File: src/rtl/od_serial_tx_if.sv
// Transmit request channel of od_serial_tx: payload plus valid/ready handshake.
// No logic or latency of its own. The master holds tx_valid until the slave raises tx_ready.
interface od_serial_tx_if #(
  parameter int DATA_W = 8
) ();
  logic [DATA_W-1:0] tx_data;
  logic              tx_valid;
  logic              tx_ready;

  modport master (output tx_data, output tx_valid, input tx_ready);
  modport slave  (input tx_data, input tx_valid, output tx_ready);
endinterface

File: src/rtl/od_serial_tx.sv
// Open-drain wired-AND serial transmitter with readback arbitration: start, DATA_W bits LSB first, stop.
// Frame starts after IDLE_CLKS high cycles. tx_ready is high only while idle, so one frame is in flight at a time.
module od_serial_tx #(
  parameter int DATA_W       = 8,
  parameter int CLKS_PER_BIT = 16,
  parameter int IDLE_CLKS    = 16
) (
  input  logic          clk,
  input  logic          rst,
  od_serial_tx_if.slave tx,
  input  logic          line_in,
  output logic          line_drive_low,
  output logic          busy,
  output logic          done,
  output logic          lost
);

  localparam int CW = (CLKS_PER_BIT > 1) ? $clog2(CLKS_PER_BIT) : 1;
  localparam int IW = $clog2(IDLE_CLKS + 1);
  localparam int BW = $clog2(DATA_W + 1);

  localparam logic [CW-1:0] CYC_LAST   = CW'(CLKS_PER_BIT - 1);
  localparam logic [CW-1:0] CYC_SAMPLE = CW'(CLKS_PER_BIT / 2);
  localparam logic [IW-1:0] IDLE_LAST  = IW'(IDLE_CLKS - 1);
  localparam logic [BW-1:0] BIT_LAST   = BW'(DATA_W - 1);

  typedef enum logic [2:0] {
    IDLE      = 3'd0,
    WAIT_IDLE = 3'd1,
    START     = 3'd2,
    DATA      = 3'd3,
    STOP      = 3'd4
  } state_t;

  state_t            state;
  logic [1:0]        sync_q;
  logic              line_s;
  logic [IW-1:0]     idle_cnt;
  logic [CW-1:0]     cyc_cnt;
  logic [BW-1:0]     bit_idx;
  logic [DATA_W-1:0] shreg;
  logic [DATA_W-1:0] sh_next;
  logic              ready_q;

  assign line_s      = sync_q[1];
  assign sh_next     = shreg >> 1;
  assign busy        = (state != IDLE);
  assign tx.tx_ready = ready_q;

  always_ff @(posedge clk) begin
    if (rst) begin
      sync_q         <= 2'b11;
      state          <= IDLE;
      idle_cnt       <= '0;
      cyc_cnt        <= '0;
      bit_idx        <= '0;
      shreg          <= '0;
      ready_q        <= 1'b1;
      line_drive_low <= 1'b0;
      done           <= 1'b0;
      lost           <= 1'b0;
    end else begin
      sync_q <= {sync_q[0], line_in};
      done   <= 1'b0;
      lost   <= 1'b0;
      case (state)
        IDLE: begin
          // ready re-arms one cycle after a frame ends, so the pulse cycle never accepts
          ready_q <= 1'b1;
          if (tx.tx_valid && ready_q) begin
            shreg    <= tx.tx_data;
            idle_cnt <= '0;
            ready_q  <= 1'b0;
            state    <= WAIT_IDLE;
          end
        end
        WAIT_IDLE: begin
          if (!line_s) begin
            idle_cnt <= '0;
          end else if (idle_cnt == IDLE_LAST) begin
            cyc_cnt        <= '0;
            line_drive_low <= 1'b1;
            state          <= START;
          end else begin
            idle_cnt <= idle_cnt + 1'b1;
          end
        end
        START: begin
          if (cyc_cnt == CYC_LAST) begin
            cyc_cnt        <= '0;
            bit_idx        <= '0;
            line_drive_low <= ~shreg[0];
            state          <= DATA;
          end else begin
            cyc_cnt <= cyc_cnt + 1'b1;
          end
        end
        DATA: begin
          // only a released bit can be overridden by another driver
          if (cyc_cnt == CYC_SAMPLE && shreg[0] && !line_s) begin
            cyc_cnt        <= '0;
            line_drive_low <= 1'b0;
            lost           <= 1'b1;
            state          <= IDLE;
          end else if (cyc_cnt == CYC_LAST) begin
            cyc_cnt <= '0;
            if (bit_idx == BIT_LAST) begin
              line_drive_low <= 1'b0;
              state          <= STOP;
            end else begin
              bit_idx        <= bit_idx + 1'b1;
              shreg          <= sh_next;
              line_drive_low <= ~sh_next[0];
            end
          end else begin
            cyc_cnt <= cyc_cnt + 1'b1;
          end
        end
        STOP: begin
          if (cyc_cnt == CYC_SAMPLE && !line_s) begin
            cyc_cnt        <= '0;
            line_drive_low <= 1'b0;
            lost           <= 1'b1;
            state          <= IDLE;
          end else if (cyc_cnt == CYC_LAST) begin
            cyc_cnt <= '0;
            done    <= 1'b1;
            state   <= IDLE;
          end else begin
            cyc_cnt <= cyc_cnt + 1'b1;
          end
        end
        default: begin
          line_drive_low <= 1'b0;
          state          <= IDLE;
        end
      endcase
    end
  end

endmodule

File: src/flat_wrapper.sv
// flat-port wrapper written by rule: the top's interface ports become plain ports
module od_serial_tx_flat 
#(
  parameter int DATA_W       = 8,
  parameter int CLKS_PER_BIT = 16,
  parameter int IDLE_CLKS    = 16
)
  (clk, rst, line_in, line_drive_low, busy, done, lost, tx_tx_data, tx_tx_valid, tx_tx_ready);
  od_serial_tx_if #(.DATA_W(DATA_W)) tx_i ();
  input  logic clk;
  input  logic rst;
  input  logic line_in;
  output logic line_drive_low;
  output logic busy;
  output logic done;
  output logic lost;
  input wire logic [$bits(tx_i.tx_data)-1:0] tx_tx_data;
  input wire logic [$bits(tx_i.tx_valid)-1:0] tx_tx_valid;
  output wire logic [$bits(tx_i.tx_ready)-1:0] tx_tx_ready;
  assign tx_i.tx_data = tx_tx_data;
  assign tx_i.tx_valid = tx_tx_valid;
  assign tx_tx_ready = tx_i.tx_ready;
  od_serial_tx #(.DATA_W(DATA_W), .CLKS_PER_BIT(CLKS_PER_BIT), .IDLE_CLKS(IDLE_CLKS)) u_core (.clk(clk), .rst(rst), .tx(tx_i), .line_in(line_in), .line_drive_low(line_drive_low), .busy(busy), .done(done), .lost(lost));
endmodule
File: config.mk
export PLATFORM = sky130hd
export DESIGN_NAME = od_serial_tx_flat
export DESIGN_NICKNAME = d
export VERILOG_FILES = /design/src/rtl/od_serial_tx_if.sv /design/src/rtl/od_serial_tx.sv /design/src/flat_wrapper.sv
export SDC_FILE = /design/constraint.sdc
export NUM_CORES = 1
export LEC_CHECK = 0
export BUFFER_PORTS_ARGS = -buffer_cell sky130_fd_sc_hd__buf_2
export CAP_MARGIN = 40
export CORE_ASPECT_RATIO = 1.5
export CORE_UTILIZATION = 55
export DETAILED_ROUTE_END_ITERATION = 16
export PLACE_DENSITY = 0.75
export SYNTH_ARGS = -nofsm -noshare
export SYNTH_HDL_FRONTEND = slang
export SYNTH_SLANG_ARGS = --single-unit
export TNS_END_PERCENT = 50
File: constraint.sdc
create_clock -name clk -period 2.2 [get_ports clk]
set_input_delay 0.33 -clock clk [delete_from_list [all_inputs] [get_ports clk]]
set_output_delay 0.33 -clock clk [all_outputs]
set_load 0.01 [all_outputs]
==> results of run 1 <==
-- kinds of logic after synthesis --
group | synth area share (%)
and+or+nand+nor | 23.02
AOI/OAI and AO/OA | 23.10
DFF | 38.10
buffers and inverters | 5.079
muxes | 5.080
adders and majority gates | 3.968
xor gates and xnor gates | 1.667
-- final cells by class --
cell class	count	area [µm²]	area share, %
clock buffers	7	86.33	4.856
clock inverters	1	5.005	0.2815
inverters	9	33.78	1.900
multi-input cells	136	895.9	50.39
flip-flops and latches	30	600.6	33.78
well taps	37	46.29	2.604
repair buffers	20	110.1	6.193
-- synth_stat cells (2+ instances only) --
library cell   n  area, µm²
or2_2          2      12.51
mux2i_1        8      80.08
nand3_1        5      25.02
nand3b_1       2      15.01
a211oi_2       3      37.54
nor3b_1        3      22.52
and3_1         4      25.02
clkbuf_1       3      11.26
ha_1           5      62.56
or4_1          2      15.01
nor2b_1        2      12.51
nor2_1        23      86.33
and2_1         3      18.77
a211oi_1       6      45.04
inv_1          9      33.78
xor2_1         2      17.52
nor3_1         5      25.02
a21oi_1       13      65.06
dfxtp_1       30      600.6
buf_2          4      20.02
o21a_1         2      15.01
o21ai_0       12      60.06
nand2_1        9      33.78
nand2b_1       3      18.77
-- metrics by stage --
step / utilization, % / instances / worst slack (ns) / cell area [µm²] / total power (W)
CTS: 65.73 / 240 / 0.2166 / 1778 / 0.001592
floorplan: - / 184 / 0.4315 / 1577 / 0.001037
detailed placement: 62.35 / 232 / 0.2463 / 1687 / 0.001138
finish: 65.73 / 240 / 0.2382 / 1778 / 0.001588
global placement: 62.35 / 232 / 0.3000 / 1687 / 0.001118
global route: 65.73 / 240 / 0.1270 / 1778 / 0.001679
-- flip-flops by register name, indices dropped and copies added (netlist names) --
name	flops
u_core.tx.tx_ready	1
u_core.state	3
u_core.sync_q	2
u_core.done	1
u_core.lost	1
u_core.shreg	8
u_core.idle_cnt	5
u_core.cyc_cnt	4
u_core.bit_idx	4
u_core.line_drive_low	1
-- final timing paths --
path,slack [ns],cells after the start,endpoint
max,0.24,8,u_core.idle_cnt[3]
min reg2reg,0.41,1,u_core.sync_q[1]
min,0.24,2,u_core.sync_q[0]
max reg2reg,0.24,8,u_core.idle_cnt[3]
-- power by group --
group          leakage [nW]  total [W]  switching (W)  internal (W)
logic                 0.438   0.000447       0.000248      0.000200
clock network        0.0482   0.000459       0.000207      0.000252
registers             0.245   0.000681      0.0000680      0.000613
total                 0.731    0.00159       0.000523       0.00106
-- metal layers --
layer  vias to the layer above  wire [µm]
li1                        693          -
met1                       654       1388
met2                        40       1778
met3                        12        128
met4                         0        113
met5                         -          0
-- critical path, stage by stage (launching register included) --
cell	delay, ns
dfxtp_1	0.33
ha_1	0.21
and3_1	0.19
ha_1	0.23
a21bo_2	0.22
a21boi_2	0.30
nand4_1	0.16
xor2_1	0.15
nor2_1	0.05
==> results.md, run 1 <==
* Worst Path Required at 2.38 ns
* Vias in the first global route at 1,346
* Root buf cell: clkbuf_8
* Mapped Avg Cell Area at 8.568 µm²
* Die width at 45.72 µm
* H-tree depth at 2
* CTS buffer count at 5
* Clock Sinks at 30
* # rows at 23
* Setup TNS at 0 ns
* Routed via count at 1,399
* WP data arrival at 2.14 ns
* RSZ-0062 raised after global routing: no
* Final hold slack at 0.2351 ns
* Worst-margin pin slew at 0.4396 ns
* Final Cycle Share at 89.17%
* Hold-fix buffers, CTS at 0
* Worst Setup Start Kind: register
* Initial antenna violation count at 0
* Final min period at 1.962 ns
* Worst setup path start: u_core.idle_cnt[0]
* RD Place Congestion at 0.8021
* DRT Pass-1 Iters at 4
* Clk_lat worst skew at 0.28 ns
* Layout cells sized above 1 at 19.21%
* Unique masters post-synth at 48
* Die area at 3089 µm²
* Hold Crit Class: input pin to register
* Grt ovf at 0
* IO Pins at 17
* Syn. warnings at 0
* Worst-path fanout max at 6
* Chip Height at 67.57 µm
* Rel. slew slack at 70.69%
* DP HPWL at 2488 µm
* Peak VDD IR at 0.5749 mV
* Largest net degree at the start of global routing at 23
* 1st-iter DRT viols at 64
* Core ar. at 2705 µm²
* Post-synth EDFFs at 0
* Postcts setup bufs at 0
* Vias per Instance at 5.829
* Commonest non-fill, non-tap cell in the layout: dfxtp_1
* Number of remaining DRC errors at 0
* Yosys reg bits at 30
* Max Cap Violations at 0
* Status: finished, final reports clean
* Worst Hold Launch: line_in
* # diodes at 0
* Clock tree buffer depth at 2
* Post-synth ARST share at 0%
* F_max at 509.7 MHz
* Most used routing layer: met2
* Post-synth net total at 201
* Post-DRT Antenna Nets at 0
* Fill cells at 263
* Port bufs at 16
* Worst Setup End Kind: register
* Final setup vio count at 0
* DR WL/cell at 14.20 µm
* Synth Instances at 184
* Max-slew violation count at 0
* Quantity of gates resized following cts at 0
* Commonest non-fill, non-tap cells in the layout: dfxtp_1, nor2_1, buf_2, a21oi_1, o21ai_0
* Prevailing post-synth register cell: dfxtp_1
* Clk pin slew, worst setup/hold paths at 0.06 ns
* Initial Utilization at 58.28%
* First-pass GRT wire length at 5602 µm
* Crit Reg-Reg Startpoint: u_core.idle_cnt[0]
* Met2 Use GR at 45.00%
* Synthesized area at 1577 µm²
* Final Hold Fails at 0
* Met3 Use GR at 4.278%
* Layout area overhead at 12.78%
* Sequential share of the synthesized area at 38.10%
* WL final at 3409 µm
* Clock Skew at 0.002835 ns
* WS Path Type: register to register
* Power Density at 892.9 nW/µm²
* Lkg Pwr at 0.7306 nW
* Met1 Resource Use GR at 25.70%
* Fin nets at 219
* CTS tree: done
* Total GRT Usage at 25.28%
Power figures use the tool's default switching activity.
==> inputs of run 2 (changes only) <==
ABC_AREA = 1   (was default)
==> run 2 against run 1 <==
Effect of this change: first-iteration DRC count shrank 67%; synthesized cell count grew 33%; critical path type unchanged; non-clock buffer count shrank 4; via count grew 9.5%; routed wire length shrank 5.3%; worst hold slack lost 0.0069 ns; power grew 40%; final cell count grew 25%; worst setup slack gained 0.22 ns; global-route usage shrank 1.6 points; count of clock-buffer cells in the layout shrank 2; area after synthesis grew 1.8%.
==> results.md, run 2 <==
* Status: finished, final reports clean
* CP Capture Point: u_core.shreg[7]
* DP HPWL at 2395 µm (-3.7%)
* M1 WL at 1394 µm (+0.43%)
* Internal power at 0.001325 W (+24%)
* Postcts setup bufs at 0 (unchanged)
* Largest register FFs at 8 (unchanged)
* Largest net degree at the start of global routing at 18 (-22%)
* Initial Utilization at 58.72% (+0.44 points)
* First-pass GRT wire length at 5285 µm (-5.7%)
* Seq pwr share at 36.2% (-6.7 points)
* Area share of the largest cell type after synthesis at 37.41% (-0.68 points)
* Commonest non-fill, non-tap cell in the layout: nand2_1
* Initial antenna violation count at 0 (unchanged)
* H-tree depth at 2 (unchanged)
* Number of remaining DRC errors at 0 (unchanged)
* Fin nets at 279 (+27%)
* Fill cells at 262 (-0.38%)
* Root buf cell: clkbuf_8
* Top area cells in the synthesized netlist: dfxtp_1, nand2_1, nor2_1, inv_1, o21ai_0
* Count leader, synth: nand2_1
* Worst setup path start: u_core.cyc_cnt[1]
* Final Cycle Share at 79.20% (-10 points)
* WL final at 3228 µm (-5.3%)
* Metal3 WL at 107 µm (-16%)
* # diodes at 0 (unchanged)
* Switching share of power at 40.38% (+7.5 points)
* Rel. slew slack at 70.90% (+0.21 points)
* Biggest regs: u_core.shreg: 8 flops, u_core.idle_cnt: 5 flops
* Met2 Routed Length at 1609 µm (-9.5%)
* Hold Crit Class: input pin to register
* DR WL/cell at 10.76 µm (-24%)
* F_max at 573.9 MHz (+13%)
* Power share of the combinational group at 39.5% (+11 points)
* Worst Path Required at 2.41 ns (+0.03 ns)
* Post-Synth XOR/XNOR Area at 1.091% (-0.58 points)
* Post-synth ARST share at 0% (unchanged)
* Worst Setup Start Kind: register
* Cell taking the most area after synthesis: dfxtp_1
* Prevailing post-synth register cell: dfxtp_1
* Clock Sinks at 30 (unchanged)
* Compound-Gate Fraction of Synth Area at 14.03% (-9.1 points)
* Clk_lat worst skew at 0.28 ns (about the same)
* Power Density at 1226 nW/µm² (+37%)
* RR Endpoint: u_core.shreg[7]
* WS Path Type: register to register
* Synth top cells by count: nand2_1, nor2_1, dfxtp_1
* # rows at 23 (unchanged)
* RSZ-0062 raised after global routing: no
* Register area at 600.6 µm² (unchanged)
* Util after Layout at 66.32% (+0.59 points)
* Post-DRT Antenna Nets at 0 (unchanged)
* CTS tree: done
* Die area at 3143 µm² (+1.8%)
* Final min period at 1.742 ns (-0.2194 ns)
* Vias in the first global route at 1,276 (-5.2%)
* Unique masters post-synth at 26 (-46%)
* Hold-fix buffers, CTS at 0 (unchanged)
* Post-Synth Simple-Gate Area at 34.53% (+12 points)
* Mapped Avg Cell Area at 6.579 µm² (-23%)
* Port bufs at 16 (unchanged)
* WP data arrival at 1.96 ns (-0.18 ns)
* Core ar. at 2734 µm² (+1.1%)
* Adder-Cell Fraction of Synth Area at 3.897% (-0.071 points)
* 1st-iter DRT viols at 21 (-67%)
* Post-synth EDFFs at 0 (unchanged)
* Clk pwr share at 24.2% (-4.7 points)
* Worst-margin pin slew at 0.4320 ns (-0.007680 ns)
* Sw power at 0.0008973 W (+72%)
* Final hold slack at 0.2282 ns (-0.006897 ns)
* Sequential share of the synthesized area at 37.41% (-0.68 points)
* Reg2Reg Depth at 9 (+1)
* Worst Setup End Kind: register
* CTS buffer count at 5 (unchanged)
* Synthesized area at 1605 µm² (+1.8%)
* Die width at 46.11 µm (+0.86%)
* Top Layer Used: met4
* Area occupied by multi-input gates at 859.6 µm² (-4.1%)
* Mux contribution to synthesized area at 0% (-5.1 points)
* Worst-path fanout max at 14 (+8)
* Routed via count at 1,532 (+9.5%)
* Worst hold path stage count at 2 (unchanged)
* Clk pin slew, worst setup/hold paths at 0.06 ns (about the same)
* Post-synth net total at 261 (+30%)
* Chip Height at 68.17 µm (+0.88%)
* Grt ovf at 0 (unchanged)
* Setup TNS at 0 ns (unchanged)
* Syn. warnings at 0 (unchanged)
* Crit Reg-Reg Startpoint: u_core.cyc_cnt[1]
* Final setup vio count at 0 (unchanged)
* DRT Pass-1 Iters at 6 (+2)
* Clock Skew at 0.004934 ns (+0.002099 ns)
* Quantity of gates resized following cts at 0 (unchanged)
* Largest family of logic cells by synthesized area: simple AND/OR/NAND/NOR gates
* Layout area overhead at 12.94%
* Max Cap Violations at 0 (unchanged)
* Peak VDD IR at 0.7084 mV (+23%)
* Lkg Pwr at 0.8881 nW (+22%)
* Vias per Instance at 5.107 (-12%)
* Max-slew violation count at 0 (unchanged)
* Top reg by flops: u_core.shreg
* Yosys reg bits at 30 (unchanged)
* Layout cells sized above 1 at 13.69% (-5.5 points)
* R2R setup slack at 0.46 ns (+0.22 ns)
* Final Hold Fails at 0 (unchanged)
* Total GRT Usage at 23.70% (-1.6 points)
* RD Place Congestion at 0.8816 (+9.9%)
* Commonest non-fill, non-tap cells in the layout: nand2_1, nor2_1, dfxtp_1, inv_1, o21ai_0
* Synth Instances at 244 (+33%)
* IO Pins at 17 (unchanged)
* Clock tree buffer depth at 2 (unchanged)
-- run 2: cell count changes after synthesis, moves of 5 or more --
cell and delta:
mux2i_1 -8, nand2_1 +48, inv_1 +20, a211oi_1 -5, o21ai_0 +9, nand3_1 +15, nor2_1 +19
-- run 2: logic make-up after synthesis --
logic type	Yosys count
flops	30
buf+inv	36
fa+ha+maj	5
compound gates	42
xor+xnor	2
simple gates	129
-- run 2: metrics by stage --
stage / cells / total power, W / setup WS [ns] / instance area (µm²)
2_1_floorplan: 244 / 0.001513 / 0.7010 / 1605
3_5_place_dp: 292 / 0.001687 / 0.4927 / 1704
4_1_cts: 300 / 0.002240 / 0.4594 / 1813
3_3_place_gp: 292 / 0.001673 / 0.5230 / 1704
5_1_grt: 300 / 0.002413 / 0.2883 / 1813
6_report: 300 / 0.002222 / 0.4575 / 1813
-- run 2: per-layer routing --
layer	vias up	global-route usage [%]
met3	10	7.916
met5	-	0
met2	30	40.14
li1	809	-
met4	0	14.34
met1	683	24.31
-- run 2: how the worst min path moves through the flow --
stage | start | endpoint | slack [ns]
global placement | u_core.sync_q[0] | u_core.sync_q[1] | 0.39
finish | line_in | u_core.sync_q[0] | 0.23
global route | line_in | u_core.sync_q[0] | 0.24
floorplan | u_core.sync_q[0] | u_core.sync_q[1] | 0.39
detailed placement | u_core.sync_q[0] | u_core.sync_q[1] | 0.39
CTS | line_in | u_core.sync_q[0] | 0.22
-- run 2: power groups by stage --
stage	Sequential, W	Combinational [W]	Clock, W
floorplan	0.000793	0.000720	0
global placement	0.000812	0.000861	0
detailed placement	0.000818	0.000869	0
CTS	0.000806	0.000877	0.000557
global route	0.000829	0.00101	0.000575
finish	0.000805	0.000878	0.000539
-- run 2: final cells by class --
class | instances | share of cell area (%)
Multi-Input combinational cell | 178 | 47.41
Tap cell | 37 | 2.553
Inverter | 31 | 6.487
Sequential cell | 30 | 33.13
Clock inverter | 3 | 2.208
Timing Repair Buffer | 16 | 4.417
Clock buffer | 5 | 3.796
-- run 2: critical path, stage by stage (launching register included) --
cell     delay (ns)
dfxtp_1        0.38
ha_1           0.18
nand2_1        0.07
inv_1          0.08
nand2_1        0.17
o21ai_2        0.20
nand3_2        0.22
inv_1          0.17
nand3_1        0.08
a21oi_1        0.12
==> inputs of run 3 (changes only) <==
clock period = 1.75 ns   (was 2.2 ns; I/O delays follow)
==> run 3 against run 2 <==
Effect of this change: clock power increased by 6.7%; critical path depth decreased by 1; first-iteration DRC count increased by 90%; via count increased by 2.1%; die area unchanged; maximum frequency increased by 8.5%; worst hold slack got worse by 0.069 ns; cell area increased by 4.1%; core utilization increased by 2.7 points; count of clock-buffer cells in the layout increased by 2; critical endpoint is now u_core.shreg[4]; largest power group unchanged.
==> results.md, run 3 (same netlist as run 2, synthesis figures left out) <==
* Status: finished, final reports clean
* Layout cells sized above 1 at 18.89% (+5.2 points)
* WP data arrival at 1.83 ns (-0.13 ns)
* DRT Pass-1 Iters at 4 (-2)
* Placed Instances at 296 (+1.4%)
* # rows at 23 (unchanged)
* Hold Crit Class: input pin to register
* Root buf cell: clkbuf_8
* Number of remaining DRC errors at 0 (unchanged)
* Total GRT Usage at 24.43% (+0.73 points)
* RD Place Congestion at 0.8745 (-0.81%)
* Vias per Instance at 5.094 (-0.24%)
* Power Density at 1503 nW/µm² (+23%)
* Commonest non-fill, non-tap cells in the layout: nand2_1, nor2_1, inv_1, dfxtp_1, nand3_1
* First-pass GRT wire length at 5430 µm (+2.7%)
* CTS buffer count at 5 (unchanged)
* Largest net degree at the start of global routing at 15 (-3)
* Peak VDD IR at 0.8090 mV (+14%)
* Max-slew violation count at 0 (unchanged)
* Die area at 3143 µm² (unchanged)
* F_max at 622.6 MHz (+8.5%)
* # diodes at 0 (unchanged)
* Core ar. at 2734 µm² (unchanged)
* Initial antenna violation count at 0 (unchanged)
* Setup WS post-layout at 0.1438 ns (-0.3137 ns)
* WL final at 3365 µm (+4.2%)
* DR WL/cell at 10.96 µm (+1.9%)
* Biggest regs: u_core.shreg: 8 flops, u_core.idle_cnt: 5 flops
* Clock Skew at 0.004990 ns (+0.00005556 ns)
* Final min period at 1.606 ns (-0.1363 ns)
* Chip Height at 68.17 µm (unchanged)
* Clock Sinks at 30 (unchanged)
* Final setup vio count at 0 (unchanged)
* Layout area overhead at 17.54%
* Vias in the first global route at 1,340 (+5.0%)
* Largest register FFs at 8 (unchanged)
* Commonest non-fill, non-tap cell in the layout: nand2_1
* Die width at 46.11 µm (unchanged)
* 1st-iter DRT viols at 40 (+90%)
* Clock tree buffer depth at 2 (unchanged)
* Worst Path Required at 1.97 ns (-0.44 ns)
* Clk pin slew, worst setup/hold paths at 0.06 ns (about the same)
* Initial Utilization at 58.72% (unchanged)
* Lkg Pwr at 0.9134 nW (+2.9%)
* Max Cap Violations at 0 (unchanged)
* Setup slack after placement at 0.05350 ns (-0.4392 ns)
* Non-Filler Instances at 307 (+2.3%)
* H-tree depth at 2 (unchanged)
* IO Pins at 17 (unchanged)
* Worst Setup End Kind: register
* Rel. slew slack at 75.37% (+4.5 points)
* Final Hold Fails at 0 (unchanged)
* WS Path Type: register to register
* Routed via count at 1,564 (+2.1%)
* CTS tree: done
* Worst Setup Start Kind: register
* Final Cycle Share at 91.78% (+13 points)
* Clk_lat worst skew at 0.29 ns (about the same)
* Grt ovf at 0 (unchanged)
* Top reg by flops: u_core.shreg
* Worst-path fanout max at 7 (-7)
* Port bufs at 16 (unchanged)
* Fin nets at 286 (+2.5%)
* Design Power at 0.002835 W (+28%)
* DP HPWL at 2517 µm (+5.1%)
* Post-DRT Antenna Nets at 0 (unchanged)
* Worst-margin pin slew at 0.3675 ns (-0.06447 ns)
* Fill cells at 265 (+1.1%)
run 3: cell count changes in the layout (fill, tap and decap cells not counted), sizes merged:
cell / change
buf: +6
clkinv: -1
bufinv: -1
clkbuf: +2
nand3: +1
run 3: metrics by stage:
stage          setup TNS, ns  util, %  cell area (µm²)  hold WS (ns)
2_1_floorplan              0        -             1605        0.3663
3_3_place_gp               0    63.43             1734        0.3922
3_5_place_dp               0    63.43             1734        0.4107
4_1_cts                    0    66.77             1826        0.1575
5_1_grt             -0.02072    69.02             1887        0.1604
6_report                   0    69.02             1887        0.1594
run 3: cell type report:
cell class	instances	area (µm²)	share of cell area, %
flip-flops and latches	30	604.3	32.03
clock buffers	7	86.33	4.576
clock inverters	1	5.005	0.2653
repair buffers	22	125.1	6.631
multi-input cells	179	902.1	47.81
well taps	37	46.29	2.454
inverters	31	117.6	6.233
run 3: worst paths after layout:
path                     startpoint               end  slack [ns]  cells past startpoint
setup / recovery  u_core.cyc_cnt[1]   u_core.shreg[4]        0.14                      8
hold / removal              line_in  u_core.sync_q[0]        0.16                      2
setup reg to reg  u_core.cyc_cnt[1]   u_core.shreg[4]        0.14                      8
hold reg to reg    u_core.sync_q[0]  u_core.sync_q[1]        0.42                      1
run 3: power breakdown:
group | internal, W | switching (W)
logic | 0.000457 | 0.000781
clock network | 0.000316 | 0.000258
registers | 0.000884 | 0.000139
run 3: critical path: stages, from the launching register on:
cell and delay [ns]:
dfxtp_2 0.36, ha_1 0.17, nand2_1 0.07, inv_1 0.09, nand2_2 0.10, o21ai_4 0.25
nand3_2 0.19, buf_4 0.18, a21oi_1 0.13
run 3: layer usage:
metal  vias to the layer above  GRT usage, %  wire (µm)
li1                        827             -          -
met4                         0         12.13         81
met5                         -             0          0
met3                         8         5.541        141
met2                        30         45.25       1779
met1                       699         24.27       1363
run 3: what timing repair did:
item                       CTS  global route
hold buffers                 0             0
setup endpoints to repair    0            17
buffers inserted             0             2
resized for setup            0            15
